===== src/rtl/m31_sbox_arbiter.sv =====
// rtl/m31_sbox_arbiter.sv - round-robin arbiter sharing one x^5 mod (2^31-1) S-box pipeline
module m31_sbox_arbiter #(
   parameter int NUM_REQ  = 4,
   parameter int SBOX_LAT = 15
) (
   input  logic                               clk,
   input  logic                               rst_n,
   input  logic [NUM_REQ-1:0]                 req_valid_i,
   input  logic [NUM_REQ-1:0][30:0]           req_data_i,
   output logic [NUM_REQ-1:0]                 req_ready_o,
   output logic [30:0]                        sbox_in_o,
   input  logic [30:0]                        sbox_out_i,
   output logic [NUM_REQ-1:0]                 rsp_valid_o,
   output logic [30:0]                        rsp_data_o,
   output logic [$clog2(SBOX_LAT+1)-1:0]      inflight_o,
   output logic                               busy_o
);

   localparam int IW = $clog2(NUM_REQ);
   localparam int CW = $clog2(SBOX_LAT+1);

   logic [IW-1:0]       last_grant;
   logic [IW-1:0]       grant_idx;
   logic [IW-1:0]       cand;
   logic                grant_any;
   int                  sum;

   logic [SBOX_LAT-1:0] tag_v;
   logic [IW-1:0]       tag_idx [SBOX_LAT];
   logic                rsp_fire;

   // Round-robin search starting one past the last winner; nothing is granted while in reset
   always_comb begin
      req_ready_o = '0;
      grant_idx   = '0;
      grant_any   = 1'b0;
      cand        = '0;
      sum         = 0;
      for (int off = 1; off <= NUM_REQ; off++) begin
         sum = int'(last_grant) + off;
         if (sum >= NUM_REQ) sum = sum - NUM_REQ;
         cand = IW'(sum);
         if (rst_n && !grant_any && req_valid_i[cand]) begin
            grant_any = 1'b1;
            grant_idx = cand;
         end
      end
      if (grant_any) req_ready_o[grant_idx] = 1'b1;
   end

   // Winning operand goes straight to the S-box in the grant cycle
   always_comb begin
      sbox_in_o = grant_any ? req_data_i[grant_idx] : 31'h0;
   end

   // Tag pipeline tracks which requester owns each S-box stage; shifts every cycle
   always_ff @(posedge clk or negedge rst_n) begin
      if (!rst_n) begin
         tag_v <= '0;
         for (int i = 0; i < SBOX_LAT; i++) tag_idx[i] <= '0;
      end else begin
         tag_v[0]   <= grant_any;
         tag_idx[0] <= grant_idx;
         for (int i = 1; i < SBOX_LAT; i++) begin
            tag_v[i]   <= tag_v[i-1];
            tag_idx[i] <= tag_idx[i-1];
         end
      end
   end

   assign rsp_fire = tag_v[SBOX_LAT-1];

   // Route the S-box result to the owner of the oldest tag; zero when that tag is empty
   always_comb begin
      rsp_valid_o = '0;
      rsp_data_o  = 31'h0;
      if (rsp_fire) begin
         rsp_valid_o[tag_idx[SBOX_LAT-1]] = 1'b1;
         rsp_data_o                       = sbox_out_i;
      end
   end

   // Arbitration pointer and in-flight count; simultaneous issue and response leave the count unchanged
   always_ff @(posedge clk or negedge rst_n) begin
      if (!rst_n) begin
         last_grant <= IW'(NUM_REQ - 1);
         inflight_o <= '0;
      end else begin
         if (grant_any) last_grant <= grant_idx;
         if (grant_any && !rsp_fire && inflight_o != CW'(SBOX_LAT))
            inflight_o <= inflight_o + CW'(1);
         else if (!grant_any && rsp_fire && inflight_o != '0)
            inflight_o <= inflight_o - CW'(1);
      end
   end

   // Busy while anything is queued at the inputs or still inside the S-box
   always_comb begin
      busy_o = (inflight_o != '0) || (|req_valid_i);
   end

endmodule


===== config.mk =====
export PLATFORM = sky130hd
export DESIGN_NAME = m31_sbox_arbiter
export DESIGN_NICKNAME = d
export VERILOG_FILES = /design/src/rtl/m31_sbox_arbiter.sv
export SDC_FILE = /design/constraint.sdc
export NUM_CORES = 1
export LEC_CHECK = 0
export CAP_MARGIN = 20
export CORE_AREA = 2 2 108 110
export DETAILED_ROUTE_END_ITERATION = 10
export DIE_AREA = 0 0 110 112
export GPL_TIMING_DRIVEN = 0
export PLACE_DENSITY = 0.74
export SLEW_MARGIN = 25
export SYNTH_ARGS = -nofsm -noshare
export SYNTH_HDL_FRONTEND = slang
export SYNTH_SLANG_ARGS = --single-unit

===== constraint.sdc =====
create_clock -name clk -period 5.75 [get_ports clk]
set_input_delay 0.575 -clock clk [delete_from_list [all_inputs] [get_ports clk]]
set_output_delay 0.575 -clock clk [all_outputs]
set_load 0.005 [all_outputs]

# Yosys cells after proc, flatten, opt, wreduce, memory -nomap -nowiden
# Cells that the tools add are included.
op_classes:
  reduce_logical: 22
  muxes: 32
  n_addsub: 10
  n_eq_ne: 1
  n_lt_le_gt_ge: 12
op_table:
  columns: ["cell", "n"]
  rows:
  - ["$mux W31", 3]
  - ["$bmux W31 S2", 1]
  - ["$lt A2 B3 Y1 const B", 6]
  - ["$mux W2", 8]
  - ["$mux W4", 4]
  - ["$logic_and A1 B1 Y1", 13]
  - ["$mux W1", 10]
  - ["$ge A3 B3 Y1 const B", 3]
  - ["$bmux W1 S2", 4]
  - ["$sub A2 B1 Y2 const B", 4]
  - ["$add A2 B2 Y3 const B", 2]
  - ["$logic_not A1 Y1", 5]
  - ["$add A2 B3 Y4 const B", 1]
  - ["$add A4 B1 Y4 const B", 1]
  - ["$demux W1 S2", 2]
  - ["$ge A2 B1 Y1 const B", 2]
  - ["$ge A4 B3 Y1 const B", 1]
  - ["$ne A4 B4 Y1 const B", 1]
  - ["$reduce_bool A4 Y1", 1]
  - ["$reduce_or A4 Y1", 1]
  - ["$sub A4 B1 Y4 const B", 1]
  - ["$add A2 B1 Y3 const B", 1]
  - ["$reduce_bool A2 Y1", 1]
  - ["$logic_or A1 B1 Y1", 1]
word_totals:
  output_inout_bits: 75
  regBits: 51
  word_cells: 95
  inputBits: 161

# Logic depth before layout (Yosys ltp)
# Gate-level depths: netlist (run 1).
depth:
  word_depth: 24
  mapped_depth: 11
  mapped_depth_nobuf: 10

# Least setup slack after synthesis (run 1)
# OpenSTA, ideal clock, no wires.
synth_timing:
  path_type: "register to output"
  start: "register last_grant[0]"
  end: "output port sbox_in_o[0]"
  stages_incl_launch_ff: 8
  slack_ns: 2.891
  arrival_time_ns: 2.284
  path_buffers: 1
  path_cell_list: "dfstp_2 > mux4_1 > o221ai_1 > mux2_1 > and4_4 > a211o_4 > buf_6 > o22ai_2"
synth_between:
  elab_chain_len: 22
synth_rtl:
  columns: ["item", "line", "text"]
  rows:
  - ["from (decl)", "22", "logic [IW-1:0] last_grant;"]
  - ["from (signal assigned)", "86", "last_grant <= IW'(NUM_REQ - 1);"]
  - ["from (signal assigned)", "89", "if (grant_any) last_grant <= grant_idx;"]
  - ["$add A2 B1 Y3", "40", "sum = int'(last_grant) + off;"]
  - ["$ge A3 B3 Y1 or $sub A2 B1 Y2 (tied branches)", "41", "if (sum >= NUM_REQ) sum = sum - NUM_REQ;"]
  - ["$mux W2", "41", null]
  - ["$bmux W1 S2", "43", "if (rst_n && !grant_any && req_valid_i[cand]) begin"]
  - ["$mux W1 (not written as such)", "43", null]
  - ["$logic_and A1 B1 Y1", "43", null]
  - ["$mux W1", "43", null]
  - ["$logic_not A1 Y1", "43", null]
  - ["[... 4 more ...]", null, null]
  - ["$logic_and A1 B1 Y1 (2 in series)", "43", null]
  - ["$mux W1", "43", null]
  - ["$logic_not A1 Y1", "43", null]
  - ["$logic_and A1 B1 Y1 (2 in series)", "43", null]
  - ["$mux W2", "43", null]
  - ["$bmux W31 S2", "53", "sbox_in_o = grant_any ? req_data_i[grant_idx] : 31'h0;"]
  - ["$mux W31 (not written as such)", "53", null]
  - ["$mux W31 (*)", "53", null]
  - ["to (decl)", "11", "output logic [30:0] sbox_in_o,"]
# Mark *: on every way between the ends. The rest lies on a longest branch, timed or not. The select of a mux whose other input is x is not followed.

# Final worst setup path (run 1)
layout_timing:
  start: "input port req_valid_i[3]"
  end: "output port sbox_in_o[1]"
layout_between:
  elab_chain_len: 19
layout_rtl:
  columns: ["item", "line", "text"]
  rows:
  - ["from (decl)", "8", "input logic [NUM_REQ-1:0] req_valid_i,"]
  - ["$bmux W1 S2", "43", null]
  - ["$mux W1 (not written as such)", "43", null]
  - ["$logic_and A1 B1 Y1", "43", null]
  - ["$mux W1", "43", null]
  - ["$logic_not A1 Y1", "43", null]
  - ["$logic_and A1 B1 Y1 (2 in series)", "43", null]
  - ["$mux W1", "43", null]
  - ["$logic_not A1 Y1", "43", null]
  - ["$logic_and A1 B1 Y1 (2 in series)", "43", null]
  - ["$mux W1", "43", null]
  - ["$logic_not A1 Y1", "43", null]
  - ["$logic_and A1 B1 Y1 (2 in series)", "43", null]
  - ["$mux W2", "43", null]
  - ["$bmux W31 S2", "53", null]
  - ["$mux W31 (not written as such)", "53", null]
  - ["$mux W31 (*)", "53", null]
# Marked as above.

==> results of run 1 <==
==> layout make-up <==
type | count | area share (%)
Sequential cell | 51 | 21.3
Clock buffer | 5 | 2.08
Multi-Input combinational cell | 204 | 30.6
Inverter | 6 | 0.375
Tap cell | 143 | 2.98
Clock inverter | 3 | 0.792
Timing Repair Buffer | 235 | 39.1
Buffer | 19 | 2.71
==> placed cells by master (no fill, tap or decap), types with 3 or more instances in the layout <==
master | Yosys | final
mux2i_1 | 70 | 70
nor2_1 | 10 | 10
o21ai_0 | 5 | 5
clkdlybuf4s50_1 | 0 | 234
o22ai_2 | 30 | 30
clkbuf_16 | 0 | 5
dfrtp_1 | 49 | 49
inv_1 | 3 | 3
buf_6 | 10 | 10
inv_2 | 3 | 3
and2_1 | 32 | 32
nand2_1 | 6 | 6
clkbuf_1 | 4 | 4
buf_4 | 4 | 5
nand2b_1 | 4 | 4
==> where the power goes <==
group | internal [mW] | switching (mW)
logic | 1.37 | 1.06
clock network | 0.207 | 0.131
registers | 0.536 | 0.0842
==> stage by stage <==
step / cell area, um^2 / hold slack (ps)
after global placement: 5840 / 335
after global routing: 6010 / 356
after detailed placement: 5830 / 335
final: 6010 / 319
after CTS: 6010 / 341
after floorplan: 3300 / 279
==> critical path, cell delays in order <==
cell and delay, ps:
clkdlybuf4s50_1 550, mux4_1 560, o221ai_1 110, mux2_1 350, and4_4 200, a211o_4 380
buf_6 170, o22ai_2 100, clkdlybuf4s50_1 570
==> state kept, by name, indices dropped and copies added (netlist names) <==
register and cells:
last_grant 2, tag_v 15, tag_idx 30, inflight_o 4
==> logic make-up (layout without fill, tap and decap cells) <==
group / count (synthesis) / after routing / synth area share, %
xor gates and xnor gates: 2 / 2 / 0.530
buffers and inverters: 25 / 268 / 5.60
AOI/OAI and AO/OA: 59 / 59 / 19.1
DFF: 51 / 51 / 38.7
and+or+nand+nor: 67 / 67 / 11.9
muxes: 73 / 73 / 22.8
adders and majority gates: 3 / 3 / 1.36
==> routing by layer <==
layer	vias to the layer above	track usage (%)	part of all wire, %
li1	1513	-	-
met1	1485	18.4	37
met2	178	31.9	52
met3	12	5.33	10
met4	0	3.54	1.2
met5	-	0	0
==> worst paths after layout <==
path / to / slack [ps]
setup / recovery: sbox_in_o[1] / 1610
max in group asynchronous: tag_idx[25]$_DFF_PN0_ / 4970
setup reg to reg: inflight_o[3]$_DFFE_PN0P_ / 2620
hold reg to reg: tag_idx[13]$_DFF_PN0_ / 340
min in group clk: tag_idx[13]$_DFF_PN0_ / 340
hold / removal: tag_idx[0]$_DFF_PN0_ / 320
==> results.md, run 1 <==
* Outcome: finished clean
* Async SR Flop Fraction at 100%
* CP required at 5180 ps
* Max-Cap Viols at 0
* Die X at 110 um
* Clk sink count at 51
* I/O pin cnt at 236
* Register area share after synthesis at 38.7%
* Most frequent cell after synthesis: mux2i_1
* Setup Viol. Count Final at 0
* Via count at 3188
* Worst Clk Skew at 7.33 ps
* Dominant cell type by area after synthesis: dfrtp_1
* Post-route insts no fill at 666
* F_max at 241 MHz
* Flop and latch count out of synthesis at 51
* Layout cell share with drive strength beyond 1 at 13.0%
* Synthesis Warnings at 0
* Clk_lat worst skew at 290 ps
* Total GRT Usage at 17.0%
* Count of pins over their slew limit at 0
* Initial cell density of the core at 29.6%
* Top FF cell, synth: dfrtp_1
* Max Fanout on Critical Path at 10
* Fillcell total at 981
* Overall Power at 3.38 mW
* Worst VDD drop at 0.000276 V
* Tightest Pin Transition at 681 ps
* Setup WS pre-CTS at 1640 ps
* Pin count of the biggest net entering global routing at 59
* Worst hold path class: primary input to async pin
* Final WL at 10900 um
* First-pass GRT wire length at 16200 um
* Chip height at 112 um
* Grt ovf at 0
* Post-CTS sizing at 0
* Router iterations before antenna repair at 4
* Clock Pin Slew Worst Setup and Hold Paths at 70 ps
* CTS Root Cell: clkbuf_16
* Post-synth EDFFs at 0
* Post-CTS setup buffers at 0
* H-tree levels at 2
* 1st-iter DRT viols at 122
* Power per cell area at 563 mW/mm^2
* Fin. Hold Viols at 0
* Critical Path Sink Type: output pin
* Top post-synthesis cells by area: dfrtp_1 37%, mux2i_1 21%, o22ai_2 11%, and2_1 6.1%, buf_6 3.4%
* Dpl cells at 658
* Post-route setup slack at 1610 ps
* Final ANT Viol Nets at 0
* Startpoint types: primary input
* # port buffers at 235
* CP Class: primary input to output pin
* Drt drc at 0
* Critical R2R Launch: last_grant[1]$_DFFE_PN1P_
* Mean post-synth cell area at 11.8 um^2
* Slew headroom at 54.6%
* Post-synth design cell area at 0.00330 mm^2
* Antenna Cells at 0
* Yosys cell types at 54
* Hpwl dp at 9080 um
* Core area at 0.0112 mm^2
* # rows at 39
* Initial antenna violation count at 0
* CTS tree: done
* Vias in the first global route at 3208
* FF+latch area at 0.00128 mm^2
* RSZ-0062 raised after global routing: no
* Nets at 686
* Cells after synthesis at 280
* Pleak at 2.56 nW
* Clock tree buffer depth at 2
* Commonest cells post-synth: 70 x mux2i_1, 49 x dfrtp_1, 32 x and2_1
* Wirelength per Cell at 16.4 um
* Post-synth top area share at 37.1%
* Core Util, Final at 53.7%
* Final Cycle Share at 72.1%
* Setup tns final at 0 ps
* Multi-input logic area at 0.00184 mm^2
* Area grow syn2layout at 81.7%
* R2R cell count at 10
* Fin crit period at 4140 ps
* Critical Path Source: req_valid_i[3]
* Cts hold-fix bufs at 0
* Placer Congestion at 0.841
* CTS buffer count at 5
* Net Count, Synth at 444
* Arr. time, crit path at 3570 ps
* Die area at 0.0123 mm^2
* Post-DR vias/cell at 4.79
Power figures use the tool's default switching activity.
==> inputs of run 2 (changes only) <==
==> constraint.sdc (replaced) <==
create_clock -name clk -period 4.2 [get_ports clk]
set_input_delay 0.42 -clock clk [delete_from_list [all_inputs] [get_ports clk]]
set_output_delay 0.42 -clock clk [all_outputs]
set_load 0.005 [all_outputs]
==> results of run 2 <==
Same layout as run 1 (identical final DEF). Status: finished clean.
Main changes from that run: setup slack after placement 1640 ps -> 400 ps; setup slack after layout 1610 ps -> 365 ps; hold slack 319 ps -> 164 ps; register-to-register setup slack 2620 ps -> 1070 ps; total power 3.38 mW -> 4.63 mW; worst IR drop on VDD 0.000276 V -> 0.000378 V
